===== src/rtl/forward_unit.sv =====
// -----------------------------------------------------------------------------
// forward_unit
//   Data-hazard forwarding unit for a 5-stage pipeline. It selects the ALU
//   operand sources for the instruction in EX and can optionally count how
//   often each forwarding path is used.
//
//   Optional feature macro: FORWARD_UNIT_STATS_EN
//     defined   -> MemFwdCount / WbFwdCount are saturating cycle counters
//     undefined -> no counter registers; both counts read 0, clk/rst unused
//
// Ports
//   clk          in   1      system clock (rising edge)
//   rst          in   1      asynchronous active-high reset (counters only)
//   MEMRegRd     in   5      destination register of EX/MEM instruction
//   WBRegRd      in   5      destination register of MEM/WB instruction
//   EXRegRs      in   5      Rs source of the EX instruction
//   EXRegRt      in   5      Rt source of the EX instruction
//   MEM_RegWrite in   1      EX/MEM instruction writes the register file
//   WB_RegWrite  in   1      MEM/WB instruction writes the register file
//   ForwardA     out  2      operand A select: 00 regfile, 10 EX/MEM, 01 MEM/WB
//   ForwardB     out  2      operand B select, same encoding
//   MemFwdCount  out  CNT_W  cycles with any EX/MEM forward
//   WbFwdCount   out  CNT_W  cycles with any MEM/WB forward
// -----------------------------------------------------------------------------
module forward_unit #(
    parameter int CNT_W = 16
) (
    input  logic             clk,
    input  logic             rst,
    input  logic [4:0]       MEMRegRd,
    input  logic [4:0]       WBRegRd,
    input  logic [4:0]       EXRegRs,
    input  logic [4:0]       EXRegRt,
    input  logic             MEM_RegWrite,
    input  logic             WB_RegWrite,
    output logic [1:0]       ForwardA,
    output logic [1:0]       ForwardB,
    output logic [CNT_W-1:0] MemFwdCount,
    output logic [CNT_W-1:0] WbFwdCount
);

    // Select for one ALU operand. The WB path is blocked whenever MEMRegRd
    // names the same source, even if the EX/MEM instruction does not write;
    // this mirrors the original pipeline and is intentional.
    function automatic logic [1:0] fwdSel(input logic [4:0] src);
        logic [1:0] sel;
        sel = 2'b00;
        if (MEM_RegWrite && (MEMRegRd != 5'd0) && (MEMRegRd == src)) begin
            sel = 2'b10;
        end else if (WB_RegWrite && (WBRegRd != 5'd0) && (WBRegRd == src)
                     && (MEMRegRd != src)) begin
            sel = 2'b01;
        end
        return sel;
    endfunction

    always_comb begin
        ForwardA = fwdSel(EXRegRs);
        ForwardB = fwdSel(EXRegRt);
    end

`ifdef FORWARD_UNIT_STATS_EN
    localparam logic [CNT_W-1:0] CNT_MAX = '1;
    localparam logic [CNT_W-1:0] CNT_ONE = CNT_W'(1);

    logic [CNT_W-1:0] memCountReg;
    logic [CNT_W-1:0] wbCountReg;
    logic             memHit;
    logic             wbHit;

    // One count per cycle, no matter how many operands use the path.
    assign memHit = (ForwardA == 2'b10) || (ForwardB == 2'b10);
    assign wbHit  = (ForwardA == 2'b01) || (ForwardB == 2'b01);

    always_ff @(posedge clk or posedge rst) begin
        if (rst) begin
            memCountReg <= '0;
            wbCountReg  <= '0;
        end else begin
            if (memHit && (memCountReg != CNT_MAX)) begin
                memCountReg <= memCountReg + CNT_ONE;
            end
            if (wbHit && (wbCountReg != CNT_MAX)) begin
                wbCountReg <= wbCountReg + CNT_ONE;
            end
        end
    end

    assign MemFwdCount = memCountReg;
    assign WbFwdCount  = wbCountReg;
`else
    // Statistics disabled: clock and reset intentionally unused.
    logic unusedClkRst;
    assign unusedClkRst = clk ^ rst;

    assign MemFwdCount = '0;
    assign WbFwdCount  = '0;
`endif

endmodule


===== config.mk =====
export PLATFORM = sky130hd
export DESIGN_NAME = forward_unit
export DESIGN_NICKNAME = d
export VERILOG_FILES = /design/src/rtl/forward_unit.sv
export SDC_FILE = /design/constraint.sdc
export NUM_CORES = 1
export LEC_CHECK = 0
export ABC_AREA = 1
export CORE_MARGIN = 10
export CORE_UTILIZATION = 34
export DETAILED_ROUTE_END_ITERATION = 16
export PLACE_DENSITY_LB_ADDON = 0.1
export SYNTH_ARGS = -nofsm -noshare
export SYNTH_HDL_FRONTEND = slang
export SYNTH_SLANG_ARGS = --single-unit

===== constraint.sdc =====
create_clock -name vclk -period 1.8
set_input_delay 0.27 -clock vclk [all_inputs]
set_output_delay 0.27 -clock vclk [all_outputs]
set_load 0.05 [all_outputs]

Word level (Yosys, flattened, before mapping)
Cells that the tools add are included.

Register bits: 0. Input bits: 24. Output and inout port bits: 36. Logic and storage cells: 20.

Equality and inequality tests: 6. Mux-type cells: 4. Reduce and logical (&&, ||, !) cells: 10.

Operators with widths (count): $eq 5x5->1 (4); $ne 5x5->1 (2); $reduce_bool 5->1 (2); $logic_and 1x1->1 (8); $mux 2 (2); $mux 1 (2).

Longest topological paths before layout
Gate-level depths: netlist of run 1.

Depth in word-level cells: 6. Depth in mapped cells: 7. Mapped depth without buffers: 7.

Worst setup path after synthesis of run 1
OpenSTA, ideal clock, no wires.

Kind: input-to-output. From: in EXRegRs[0]. To: out ForwardA[0]. Arrival: 1244 ps. Required time: 1530 ps. Setup slack: 286 ps. Stages on the path: 5. Path through: xnor2_1 nand2_1 nor2_1 nand2_1 nor2_1.

Longest elaborated chain between the ends: 5. Elaborated cells on any way between the ends: 8. Classes of those cells: eq/ne (3); mux (2); reduce/logical (3).

Ends and longest elaborated chain: start: declaration (RTL line 32) `input logic [4:0] EXRegRs,`; $eq 5x5->1 (RTL line 50) `end else if (WB_RegWrite && (WBRegRd != 5'd0) && (WBRegRd == src)`; $logic_and 1x1->1 (RTL line 50); $logic_and 1x1->1 (RTL line 51) `&& (MEMRegRd != src)) begin`; $mux 1 (RTL line 50); $mux 2 * (RTL line 48) `if (MEM_RegWrite && (MEMRegRd != 5'd0) && (MEMRegRd == src)) begin`; end: declaration (RTL line 36) `output logic [1:0] ForwardA,`.

Mark *: on every way between the ends. The rest lies on a longest branch, timed or not.

Worst setup path in the final report of run 1
From: in EXRegRs[3]. To: out ForwardA[1].

Longest elaborated chain between the ends: 3.

Ends and longest elaborated chain (RTL line): $eq 5x5->1 (48); $logic_and 1x1->1 (48); $mux 2 (48).

No other way between the ends.

==> impl_metrics.env, run 1 <==
export IMPL_crit_chain="clkdlybuf4s50_1 -> inv_1 -> nand2_1 -> nand2_1 -> nor2_1 -> nand3_1 -> nor2_2 -> buf_12"
export IMPL_dr_pass1_iters=4
export IMPL_seq_cells=0
export IMPL_cp_slowest_cell="clkdlybuf4s50_1"
export IMPL_fp_dieArea_sq_um=3860
export IMPL_fin_area_sq_um=892
export IMPL_antenna_cells=0
export IMPL_layout_commonest_cell="conb_1"
export IMPL_powerDensity_nw_per_um2=335
export IMPL_slowest_delay_ps=500
export IMPL_avgSynthCellArea_sq_um=5.43
export IMPL_seqCellArea_sq_um=0
export IMPL_placementRows=15
export IMPL_synth_top_area_cell="buf_4"
export IMPL_cp_max_fo=3
export IMPL_yosysSeqAreaShare=0
export IMPL_syn_to_final_growth_pct=47.9
export IMPL_syn_area_sq_um=603
export IMPL_sw_frac_of_total=0.728
export IMPL_post_dp_hpwl_microns=1600
export IMPL_max_freq_ghz=0.584
export IMPL_wl_per_cell_microns=10.2
export IMPL_cp_common_cell="nand2_1"
export IMPL_grt_pass1_wl_microns=2650
export IMPL_setup_violations=0
export IMPL_critPathArrivalTime_ps=1440
export IMPL_crit_required_ps=1530
export IMPL_hp_start="WBRegRd[1]"
export IMPL_ios=60
export IMPL_antenna_found_initial=0
export IMPL_setup_tns_ps=0
export IMPL_die_h_microns=62.1
export IMPL_nNetsFinal=165
export IMPL_pwr_share_comb=1.000
export IMPL_p_int_mw=0.0813
export IMPL_drt_iter0_markers=6
export IMPL_post_route_min_period_ps=1710
export IMPL_core_sq_um=1710
export IMPL_min_path_cells=7
export IMPL_clock_buffers=0
export IMPL_gr_total_overflow=0
export IMPL_die_x_microns=62.1
export IMPL_grt_pass1_vias=607
export IMPL_status="finished clean"
export IMPL_grt_total_usage=0.0758
export IMPL_via_per_inst=3.61
export IMPL_hold_viol_final=0
export IMPL_synth_top_area_frac=0.398
export IMPL_drtAntennaViolNets=0
export IMPL_final_cell_mix="conb_1, nand2_1, inv_1, dlymetal6s2s_1, clkdlybuf4s50_1"
export IMPL_grt_max_degree=4
export IMPL_placed_area_sq_um=833
export IMPL_worst_slack_ps=88.5
export IMPL_num_fill_cells=180
export IMPL_dpl_worst_slack_ps=-51.2
export IMPL_synth_distinct_cells=16
export IMPL_cts_hold_buf=0
export IMPL_holdPathEnd="ForwardA[0]"
export IMPL_yosys_top_cells_area="buf_4, nand2_1, xnor2_1"
export IMPL_drive_gt1_frac=0.137
export IMPL_p_sw_mw=0.217
export IMPL_instances_no_fill=164
export IMPL_timing_final_max_slew_violations=0
export IMPL_yosys_warnings=0
export IMPL_period_share=0.951
export IMPL_vias=592
export IMPL_worstSetupStartpointType="primary input"
export IMPL_crit_path_end_kind="primary output"
export IMPL_drc=0
export IMPL_p_seq_frac=0
export IMPL_ir_worst_vdd_mv=0.132
export IMPL_synthCells=111
export IMPL_initial_core_util=0.353
export IMPL_power_share_clock=0
export IMPL_routed_wl_microns=1670
export IMPL_drv_cap=0
export IMPL_path_class="primary input to primary output"
export IMPL_p_leak_nw=0.561
export IMPL_fin_util=0.522
export IMPL_multi_input_area_sq_um=454
export IMPL_numPortBuffers=26
export IMPL_numPlacedInstances=164
export IMPL_gp_congestion=0.756
export IMPL_min_path_type="primary input to primary output"
==> area by class of cell <==
cell class,count,area share
multi-input cells,95,0.509
repair buffers,29,0.393
inverters,15,0.0631
well taps,25,0.0351
==> Yosys cell counts <==
library cell  number
buf_4             32
nand2_1           32
inv_1             13
nor2_1            12
xnor2_1            6
xor2_1             4
inv_2              2
nand3_1            2
a21oi_1            1
conb_1             1
nand3b_1           1
nand4_1            1
nor3_1             1
o21ai_0            1
o21ai_1            1
or2_0              1
==> through the flow <==
stage               hold WS, ps  power, mW
floorplan                   820      0.262
global placement           1270      0.290
detailed placement         1270      0.291
CTS                        1300      0.293
global route               1160      0.319
finish                     1100      0.299
==> how the worst max path moves through the flow <==
stage / slack [ps] / startpoint / end
after floorplan: 290 / EXRegRs[0] / ForwardA[0]
after global placement: -40 / EXRegRs[0] / ForwardA[1]
after detailed placement: -50 / EXRegRt[1] / ForwardB[1]
after CTS: 10 / EXRegRt[3] / ForwardB[1]
after global routing: -8 / WBRegRd[2] / ForwardB[0]
final: 90 / EXRegRs[3] / ForwardA[1]
==> layer usage <==
| layer | vias up | GRT usage | share of wire |
|---|---|---|---|
| li1 | 320 | - | - |
| met1 | 242 | 0.0842 | 0.43 |
| met4 | 0 | 0 | 0 |
| met5 | - | 0 | 0 |
| met2 | 30 | 0.144 | 0.48 |
| met3 | 0 | 0.0233 | 0.085 |
==> power groups by stage <==
| stage | Combinational [mW] | Clock [mW] | Sequential (mW) |
|---|---|---|---|
| after floorplan | 0.262 | 0 | 0 |
| after global placement | 0.290 | 0 | 0 |
| after detailed placement | 0.291 | 0 | 0 |
| after CTS | 0.293 | 0 | 0 |
| after global routing | 0.319 | 0 | 0 |
| final | 0.299 | 0 | 0 |
==> critical path, delay by kind of cell <==
family / cells / cell delay, ps
buffers and inverters: 3 / 720
and+or+nand+nor: 5 / 440
==> timing repair <==
item                       in CTS  in global routing
setup endpoints to repair       2                  4
setup buffers                   0                  0
gates cloned                    0                  0
resized for setup               3                 20
pin swaps                       1                  4
==> cell families after synthesis <==
logic type             share of synthesized area
AO/OA/AOI/OAI                             0.0249
XOR/XNOR                                   0.145
buffers and inverters                      0.492
other                                    0.00622
AND/OR/NAND/NOR                            0.332
(Power assumes the default switching activity.)
==> run 2, diff against run 1 <==
Settings changed: ABC_AREA 1 to 0, CORE_UTILIZATION 34 to 31.
==> impl_metrics.env, run 2 <==
export IMPL_slowest_delay_ps=490
export IMPL_routed_wl_microns=1590
export IMPL_min_path_type="primary input to primary output"
export IMPL_seqCellArea_sq_um=0
export IMPL_die_h_microns=60.6
export IMPL_worst_slack_ps=48.8
export IMPL_p_leak_nw=0.399
export IMPL_hold_viol_final=0
export IMPL_synth_most_common_cell="buf_4"
export IMPL_antenna_found_initial=0
export IMPL_netlist_top_cells_count="buf_4, xnor2_1, xor2_1"
export IMPL_grt_pass1_wl_microns=2230
export IMPL_status="finished clean"
export IMPL_cts_hold_buf=0
export IMPL_ios=60
export IMPL_dpl_worst_slack_ps=-243
export IMPL_synth_top_area_frac=0.471
export IMPL_cp_common_cell="buf_4"
export IMPL_grt_max_degree=4
export IMPL_worstSetupStartpointType="primary input"
export IMPL_via_per_inst=3.94
export IMPL_fp_dieArea_sq_um=3670
export IMPL_grt_pass1_vias=533
export IMPL_drtAntennaViolNets=0
export IMPL_placementRows=14
export IMPL_powerDensity_nw_per_um2=368
export IMPL_dr_pass1_iters=4
export IMPL_drc=0
export IMPL_antenna_cells=0
export IMPL_synthCells=67
export IMPL_path_class="primary input to primary output"
export IMPL_crit_chain="dlygate4sd2_1 -> or4_4 -> o21ai_2 -> buf_4 -> nor4_2 -> buf_4"
export IMPL_worst_path_buf_inv=3
export IMPL_ir_worst_vdd_mv=0.189
export IMPL_initial_core_util=0.335
export IMPL_clock_buffers=0
export IMPL_placed_area_sq_um=767
export IMPL_grt_total_usage=0.0720
export IMPL_drt_iter0_markers=1
export IMPL_yosysSeqAreaShare=0
export IMPL_syn_to_final_growth_pct=55.4
export IMPL_cts_setup_buffers=0
export IMPL_max_freq_ghz=0.571
export IMPL_fin_area_sq_um=793
export IMPL_vias=477
export IMPL_drive_gt1_frac=0.267
export IMPL_fin_util=0.521
export IMPL_die_x_microns=60.6
export IMPL_critPathArrivalTime_ps=1480
export IMPL_setup_violations=0
export IMPL_cp_max_fo=2
export IMPL_gp_congestion=0.713
export IMPL_synth_distinct_cells=10
export IMPL_final_cell_mix="conb_1, buf_4, dlygate4sd2_1, xnor2_1, xor2_1"
export IMPL_avgSynthCellArea_sq_um=7.62
export IMPL_drv_cap=0
export IMPL_cp_slowest_cell="or4_4"
export IMPL_yosys_top_cells_area="buf_4, xnor2_1, xor2_1"
export IMPL_nNetsFinal=131
export IMPL_crit_required_ps=1530
export IMPL_post_route_min_period_ps=1750
export IMPL_period_share=0.973
export IMPL_core_sq_um=1520
export IMPL_crit_path_end_kind="primary output"
export IMPL_setup_tns_ps=0
export IMPL_numPortBuffers=26
export IMPL_cpLargestDelayFamily="buffers and inverters"
export IMPL_post_dp_hpwl_microns=1500
export IMPL_seq_cells=0
export IMPL_timing_final_max_slew_violations=0
export IMPL_wl_per_cell_microns=13.1
export IMPL_synth_top_area_cell="buf_4"
export IMPL_syn_area_sq_um=510
export IMPL_yosys_warnings=0
export IMPL_gr_total_overflow=0
export IMPL_layout_commonest_cell="conb_1"
run 2: cell count changes in the layout (fill, tap and decap cells not counted), sizes merged, moves of 4 or more:
cell	before	now
buf	7	17
nor2	12	0
clkdlybuf4s50	11	1
inv	15	0
nand2	32	0
xor2	4	8
clkdlybuf4s15	0	5
dlymetal6s2s	11	2
xnor2	6	12
nor4	0	4
dlygate4sd2	0	12
run 2: kinds of logic after synthesis:
| family | synth area share |
|---|---|
| buffers and inverters | 0.471 |
| and+or+nand+nor | 0.118 |
| AOI/OAI and AO/OA | 0.0613 |
| xor gates and xnor gates | 0.343 |
| other | 0.00735 |
run 2: timing repair:
item	CTS	global route
gates resized for setup	27	13
endpoints found under the hold margin	0	0
pin swaps	9	8
setup endpoints to repair	4	4
run 2: where the power goes:
part | leakage (nW) | internal [mW] | switching [mW]
clock network | 0 | 0 | 0
registers | 0 | 0 | 0
logic | 0.399 | 0.0806 | 0.212
total | 0.399 | 0.0806 | 0.212
run 2: metal layers:
metal,global-route usage,vias to the layer above,share of wire
li1,-,237,-
met1,0.0826,203,0.39
met2,0.146,37,0.50
met3,0.00626,0,0.11
met4,0,0,0
met5,0,-,0
run 2: final cells by class:
class	instances	area [sq um]
Fill cell	158	731
Multi-Input combinational cell	66	438
Tap cell	16	20.0
Timing Repair Buffer	39	335
run 2: worst paths after layout:
path                     from     endpoint  slack (ps)  cells past startpoint
setup / recovery  MEMRegRd[0]  ForwardB[1]          50                      6
hold / removal    WB_RegWrite  ForwardB[0]        1040                      5
run 2: through the flow:
stage	std cells	hold slack [ps]	total power, mW
floorplan	98	799	0.253
global placement	121	1360	0.293
detailed placement	121	1350	0.293
CTS	121	1210	0.282
global route	121	1090	0.308
finish	121	1040	0.292
